===== config.mk =====
export PLATFORM = sky130hd
export DESIGN_NAME = pipeline_stall_controller
export DESIGN_NICKNAME = d
export VERILOG_FILES = /design/src/rtl/pipeline_stall_controller.sv
export SDC_FILE = /design/constraint.sdc
export NUM_CORES = 1
export LEC_CHECK = 0
export ABC_CLOCK_PERIOD_IN_PS = 2710
export CAP_MARGIN = 40
export CORE_ASPECT_RATIO = 0.8
export CORE_UTILIZATION = 44
export CTS_CLUSTER_SIZE = 8
export DETAILED_ROUTE_END_ITERATION = 10
export GPL_TIMING_DRIVEN = 0
export PLACE_DENSITY = 0.86
export SLEW_MARGIN = 20
export SYNTH_ARGS = -nofsm -noshare
export SYNTH_HDL_FRONTEND = slang
export SYNTH_SLANG_ARGS = --single-unit

===== constraint.sdc =====
create_clock -name clk -period 2.71 [get_ports clk]
set_input_delay 0.4065 -clock clk [delete_from_list [all_inputs] [get_ports clk]]
set_output_delay 0.4065 -clock clk [all_outputs]
set_load 0.01 [all_outputs]

===== src/rtl/pipeline_stall_controller.sv =====
// Hazard/stall sequencer for the 5-stage MIPS pipeline: load-use stalls, data-memory freezes, branch flushes, post-reset flush window.
// Optional stall statistics counters are enabled by defining STALL_STATS_EN.
module pipeline_stall_controller #(
    parameter int INIT_CYCLES = 4,
    parameter int MEM_TIMEOUT = 64,
    parameter int CNT_W       = 16
) (
    input  logic             clk,
    input  logic             rst,
    input  logic             ID_EX_MemRead,
    input  logic [4:0]       ID_EX_Rt,
    input  logic [4:0]       IF_ID_Rs,
    input  logic [4:0]       IF_ID_Rt,
    input  logic             IF_ID_UsesRt,
    input  logic             Branch_Taken,
    input  logic             EX_MEM_MemAccess,
    input  logic             mem_ready,
    output logic             PCWrite,
    output logic             IF_ID_Write,
    output logic             IF_ID_Flush,
    output logic             ID_EX_Write,
    output logic             ID_EX_Bubble,
    output logic             EX_MEM_Write,
    output logic             MEM_WB_Bubble,
`ifdef STALL_STATS_EN
    output logic [CNT_W-1:0] load_stall_cnt,
    output logic [CNT_W-1:0] mem_stall_cnt,
`endif
    output logic             mem_timeout
);

    localparam int MAX_C = (INIT_CYCLES > MEM_TIMEOUT) ? INIT_CYCLES : MEM_TIMEOUT;
    localparam int CW    = $clog2(MAX_C + 1);
    localparam logic [CW-1:0] INIT_LAST = CW'(INIT_CYCLES - 1);
    localparam logic [CW-1:0] TO_LAST   = CW'(MEM_TIMEOUT - 1);

    typedef enum logic [1:0] {INIT, RUN, MEM_WAIT, ERR} state_t;

    state_t        state, state_nxt;
    logic [CW-1:0] cnt, cnt_nxt;
    logic          load_use, mem_busy;
    logic          freeze, advance, lu_stall;

    assign load_use = ID_EX_MemRead && (ID_EX_Rt != 5'd0) &&
                      ((ID_EX_Rt == IF_ID_Rs) || (IF_ID_UsesRt && (ID_EX_Rt == IF_ID_Rt)));
    assign mem_busy = EX_MEM_MemAccess && !mem_ready;

    always_ff @(posedge clk or negedge rst) begin
        if (!rst) begin
            state <= INIT;
            cnt   <= '0;
        end else begin
            state <= state_nxt;
            cnt   <= cnt_nxt;
        end
    end

    always_comb begin
        state_nxt     = state;
        cnt_nxt       = cnt;
        freeze        = 1'b0;
        advance       = 1'b0;
        lu_stall      = 1'b0;
        PCWrite       = 1'b0;
        IF_ID_Write   = 1'b0;
        IF_ID_Flush   = 1'b1;
        ID_EX_Write   = 1'b0;
        ID_EX_Bubble  = 1'b1;
        EX_MEM_Write  = 1'b0;
        MEM_WB_Bubble = 1'b1;

        case (state)
            INIT: begin
                IF_ID_Write  = 1'b1;
                ID_EX_Write  = 1'b1;
                EX_MEM_Write = 1'b1;
                if (cnt == INIT_LAST) begin
                    state_nxt = RUN;
                    cnt_nxt   = '0;
                end else begin
                    cnt_nxt = cnt + 1'b1;
                end
            end
            RUN: begin
                if (mem_busy) begin
                    freeze    = 1'b1;
                    state_nxt = MEM_WAIT;
                    cnt_nxt   = CW'(1);
                end else begin
                    advance = 1'b1;
                end
            end
            MEM_WAIT: begin
                if (mem_busy) begin
                    freeze = 1'b1;
                    if (cnt == TO_LAST) state_nxt = ERR;
                    else                cnt_nxt   = cnt + 1'b1;
                end else begin
                    // Access completes: the pipe advances this very cycle under normal RUN rules.
                    advance   = 1'b1;
                    state_nxt = RUN;
                    cnt_nxt   = '0;
                end
            end
            default: freeze = 1'b1;
        endcase

        if (freeze) begin
            IF_ID_Flush  = 1'b0;
            ID_EX_Bubble = 1'b0;
        end
        if (advance) begin
            PCWrite       = 1'b1;
            IF_ID_Write   = 1'b1;
            IF_ID_Flush   = 1'b0;
            ID_EX_Write   = 1'b1;
            ID_EX_Bubble  = 1'b0;
            EX_MEM_Write  = 1'b1;
            MEM_WB_Bubble = 1'b0;
            if (load_use) begin
                lu_stall     = 1'b1;
                PCWrite      = 1'b0;
                IF_ID_Write  = 1'b0;
                ID_EX_Bubble = 1'b1;
            end else if (Branch_Taken) begin
                IF_ID_Flush = 1'b1;
            end
        end

        // Outputs follow the asynchronous reset immediately, before state settles.
        if (!rst) begin
            PCWrite       = 1'b0;
            IF_ID_Write   = 1'b0;
            IF_ID_Flush   = 1'b1;
            ID_EX_Write   = 1'b0;
            ID_EX_Bubble  = 1'b1;
            EX_MEM_Write  = 1'b0;
            MEM_WB_Bubble = 1'b1;
        end
    end

    assign mem_timeout = (state == ERR);

`ifdef STALL_STATS_EN
    function automatic logic [CNT_W-1:0] sat_inc(input logic [CNT_W-1:0] v);
        return (&v) ? v : v + 1'b1;
    endfunction

    always_ff @(posedge clk or negedge rst) begin
        if (!rst) begin
            load_stall_cnt <= '0;
            mem_stall_cnt  <= '0;
        end else begin
            if (lu_stall)                    load_stall_cnt <= sat_inc(load_stall_cnt);
            if (freeze && (state != ERR))    mem_stall_cnt  <= sat_inc(mem_stall_cnt);
        end
    end
`else
    logic unused_cfg;
    assign unused_cfg = (CNT_W > 0) & lu_stall;
`endif

endmodule


-- Yosys cells after proc, flatten, opt, wreduce, memory -nomap -nowiden
Cells that the tools add are included.
- word-level logic and storage cells: 58
- input bits: 22
- output and inout bits: 8
- flip-flop bits (word level): 9
- muxes and demuxes: 32
- equal/unequal tests: 11
- reduce and logical (&&, ||, !) cells: 12
- add/subtract/negate cells: 1
- operators with widths (cell ; count):
    two-way mux 7 bit ; 4
    two-way mux 1 bit ; 21
    one-hot mux 7 bit (3 select lines) ; 1
    equality test 5 bit ; 2
    two-way mux 2 bit ; 4
    adder 7 x 1 -> 7 bit, second input constant ; 1
    equality test 7 x 2 -> 1 bit, second input constant ; 1
    equality test 7 x 6 -> 1 bit, second input constant ; 1
    != test 3 bit, second input constant ; 2
    one-hot mux 2 bit (3 select lines) ; 1
    nonzero test 5 bit ; 1
    equality test 2 bit, second input constant ; 2
    logical AND 1 bit ; 4
    != test 2 bit, second input constant ; 2
    AND reduction 4 bit ; 1
    AND reduction 3 bit ; 1
    nonzero test 3 bit ; 1
    equality test 2 x 1 -> 1 bit, second input constant ; 1
    logical NOT 2 bit ; 1
    one-hot mux 1 bit (2 select lines) ; 1
    OR reduction 2 bit ; 1
    logical NOT 1 bit ; 1
    logical OR 1 bit ; 1

-- Logic depth before layout (Yosys ltp)
- depth in word-level cells: 7
- depth in mapped cells: 7
- depth with buffers taken out: 6

-- Worst setup path after synthesis
OpenSTA, ideal clock, no wires.
- kind: flip-flop to output port
- start: reg state[0]
- end: out IF_ID_Write
- required time: 2.304 ns
- path slack: 0.640 ns
- data arrival time: 1.664 ns
- stages on the path, launching flop included: 6
- path buffers: 0
- path through: dfrtp_1 inv_1 ha_1 nand2_1 a21boi_0 a21boi_0
- word-level cells in the longest chain between the ends: 5
- elaborated cells on any way between the ends: 8
- classes of those cells: eq/ne: 2; mux: 4; reduce/logical: 2
- RTL lines (item ; RTL line ; source):
    from (decl) ; 39 ; state_t state, state_nxt;
    from (signal assigned) ; 53 ; state <= state_nxt;
    equality test 2 bit or equality test 2 x 1 -> 1 bit (tied branches) ; 72 ; case (state)
    OR reduction 2 bit (no source line) ; - ;
    two-way mux 1 bit ; - ;
    two-way mux 1 bit * ; 112 ; if (advance) begin
    two-way mux 1 bit * ; 131 ; if (!rst) begin
    to (decl) ; 19 ; output logic IF_ID_Write,
Mark *: on every way between the ends. The rest lies on a longest branch, timed or not.

-- Worst setup path in the final report
- start: in rst
- end: out ID_EX_Write
- word-level cells in the longest chain between the ends: 1
- RTL lines (item ; RTL line ; source):
    from (decl) ; 9 ; input logic rst,
    two-way mux 1 bit ; 131 ;
    to (decl) ; 21 ; output logic ID_EX_Write,
No other way between the ends.

==> flow_summary.ini <==
[detailed_routing]
vias_per_cell = 5.55
wl_per_cell_um = 13.7
ant_nets = 0
wirelength_um = 2120
drt_iter0_drc = 19
routed-via-count = 860
drt_pass1_iterations = 6
drc = 0

[synth]
async_reset_ff_share_pct = 100
yosys_warnings = 0
syn_area_sq_um = 872
synth_edf_count = 0
synth_largest_area_cell = dfrtp_1
synth_cell_types = 35
yosys_most_used_dff = dfrtp_1
ys_seq_area_share_pct = 25.8
synthTopCellsByArea = dfrtp_1 26%, xnor2_1 10%, ha_1 8.6%
syn_nets = 126
syn_inst = 98
synth_seq_cells = 9
syn_area_per_cell_sq_um = 8.90
yosys.area.top_type_share_pct = 25.8

[placement]
numPlacedInstances = 151
port_buffers = 29
gp_congestion = 0.843
dp_hpwl_um = 1760
place_ws_ns = -0.254

[setup_path]
critPathLaunchType = primary input
reg2reg_slack_ns = 0.63
crit_start = rst
path_buf_inv = 3
worstPathArrival_ns = 2.13
r2r-start = state[0]
crit_path_top_delay_cell = clkdlybuf4s50_1
path_class = primary input to output pin
crit_required_ns = 2.30
path_max_fanout = 12
cpMostUsedCell = clkdlybuf4s50_1
max_stage_delay_ns = 0.79
critPathTopFamily = buffers and inverters
cp_cell_sequence = clkdlybuf4s50_1 > a21boi_2 > buf_4 > clkdlybuf4s50_1
crit_path_end_kind = output pin

[sta]
setup_slack_ns = 0.170
setup_tns_ns = 0
tightest_slew_ns = 0.511
clock_skew_ns = 0.00478
final.period_utilization_pct = 93.7
maxSlewViolCount = 0
max_freq_ghz = 0.394
hold_violations = 0
fin_crit_ns = 2.54
setup_violations = 0
slew_headroom_pct = 65.8
whs_ns = 0.484
rsz0062_at_grt = no

[clock_network]
cts_max_path_buffers = 2
worstSkewPairLatency_ns = 0.26
cts_buffers = 3
cts.clk_slew.worst_paths_ns = 0.06
holdBufCountCts = 0
root_buffer = clkbuf_4
cts.sinks = 9
tritoncts = done
post-cts-setup-buffers = 0
htree_levels = 1

[floorplanning]
dieHeight_um = 41.8
dieArea_sq_um = 2170
rows = 14
core_sq_um = 1870
die_w_um = 51.8
start_util_pct = 46.5
pin_count = 30

[grt]
grt_max_degree = 13
overflow = 0
grt_first_pass_wirelength_um = 3590
grt_usage_pct = 22.6
grt_pass1_vias = 816
grt_antenna_before_repair = 0

[finish]
multi_input_area_sq_um = 612
fill_cells = 155
drive_gt1_share_pct = 13.0
syn_to_final_growth_pct = 40.2
regArea_sq_um = 225
fin_util_pct = 65.2
antenna_cells = 0
final_nets = 160
stdcell_count = 155

[pwr]
combPwrFrac_pct = 68.2
p_int_w = 0.000556
power_frac_seq_pct = 21.4
peakVddDrop_v = 0.000703
clkPwrFrac_pct = 10.4
p_leak_nw = 0.525
switching_share_pct = 43.1
powerDensity_nw_per_um2 = 799
power.switching_w = 0.000420

[min_path]
hp-class = primary input to asynchronous set/reset pin

[run]
drv_cap = 0

[run_status]
status = completed
-- power groups by stage --
stage	Clock (W)	Sequential (W)	Combinational, W
3_5_place_dp	0	0.000210	0.000668
6_report	0.000102	0.000209	0.000666
4_1_cts	0.000105	0.000208	0.000656
3_3_place_gp	0	0.000206	0.000645
2_1_floorplan	0	0.000201	0.000451
5_1_grt	0.000110	0.000215	0.000740
-- state kept, by name, indices dropped and copies added, names as in the netlist --
register  flops
cnt           7
state         2
-- cell usage in the layout, fill, tap and decap left out, types with 3 or more instances in the layout --
| cell type | instances |
|---|---|
| a21oi_1 | 6 |
| xnor2_1 | 10 |
| clkbuf_4 | 3 |
| dlygate4sd2_1 | 5 |
| o211ai_1 | 4 |
| clkdlybuf4s50_1 | 24 |
| o21ai_0 | 4 |
| ha_1 | 5 |
| nand3_1 | 3 |
| nor2_1 | 3 |
| nand2_1 | 8 |
| a22o_2 | 3 |
| inv_1 | 7 |
| dfrtp_1 | 9 |
-- worst paths after layout --
check,to,cells after the start
min in group clk,cnt[0],1
max in group asynchronous,state[0],1
min reg2reg,cnt[0],1
min,cnt[3],1
max,ID_EX_Write,4
max reg2reg,cnt[3],6
-- layer usage --
metal	routed length (um)	GRT usage, %
met1	940	28.6
met2	1060	36.6
met3	86	6.23
met4	34	8.11
met5	0	0
-- cell type report --
type	count	area share [%]
timing repair buffer	29	23.2
sequential	9	18.4
inverter	7	2.15
multi-input combinational	80	50.1
tap	24	2.46
clock buffer	4	2.15
buffer	2	1.54
-- logic make-up (layout without fill, tap and decap cells) --
group,count (synthesis),in the layout,synth area share (%)
AOI/OAI and AO/OA,28,28,22.2
DFF,9,9,25.8
buffers and inverters,9,42,5.17
and+or+nand+nor,33,33,24.1
xor gates and xnor gates,10,10,10.0
adders and majority gates,6,6,8.61
muxes,3,3,4.02
-- timing repair --
action | CTS | global route
endpoints found under the setup margin | 5 | 2
endpoints found under the hold margin | 0 | 0
gates resized for setup | 8 | 2
-- stage by stage --
stage / total power, W / instance area (sq um)
4_1_cts: 0.000969 / 1220
3_3_place_gp: 0.000851 / 1190
5_1_grt: 0.00106 / 1220
3_5_place_dp: 0.000878 / 1190
6_report: 0.000976 / 1220
2_1_floorplan: 0.000652 / 872
-- synth_stat cells, types with 2 or more instances --
| cell type | n |
|---|---|
| and2_1 | 2 |
| ha_1 | 6 |
| dfrtp_1 | 9 |
| a22o_2 | 3 |
| a21boi_0 | 2 |
| mux2i_1 | 2 |
| a21oi_1 | 6 |
| nor2_1 | 3 |
| xnor2_1 | 10 |
| a32o_1 | 2 |
| nor3_1 | 2 |
| nand4_1 | 2 |
| inv_1 | 7 |
| a21o_1 | 2 |
| o21ai_0 | 5 |
| o211ai_1 | 4 |
| nor4_1 | 2 |
| nand3_1 | 3 |
| nor2b_1 | 2 |
| o22ai_1 | 2 |
| nand2_1 | 8 |
Note: power is estimated with default switching activity, not from simulation.
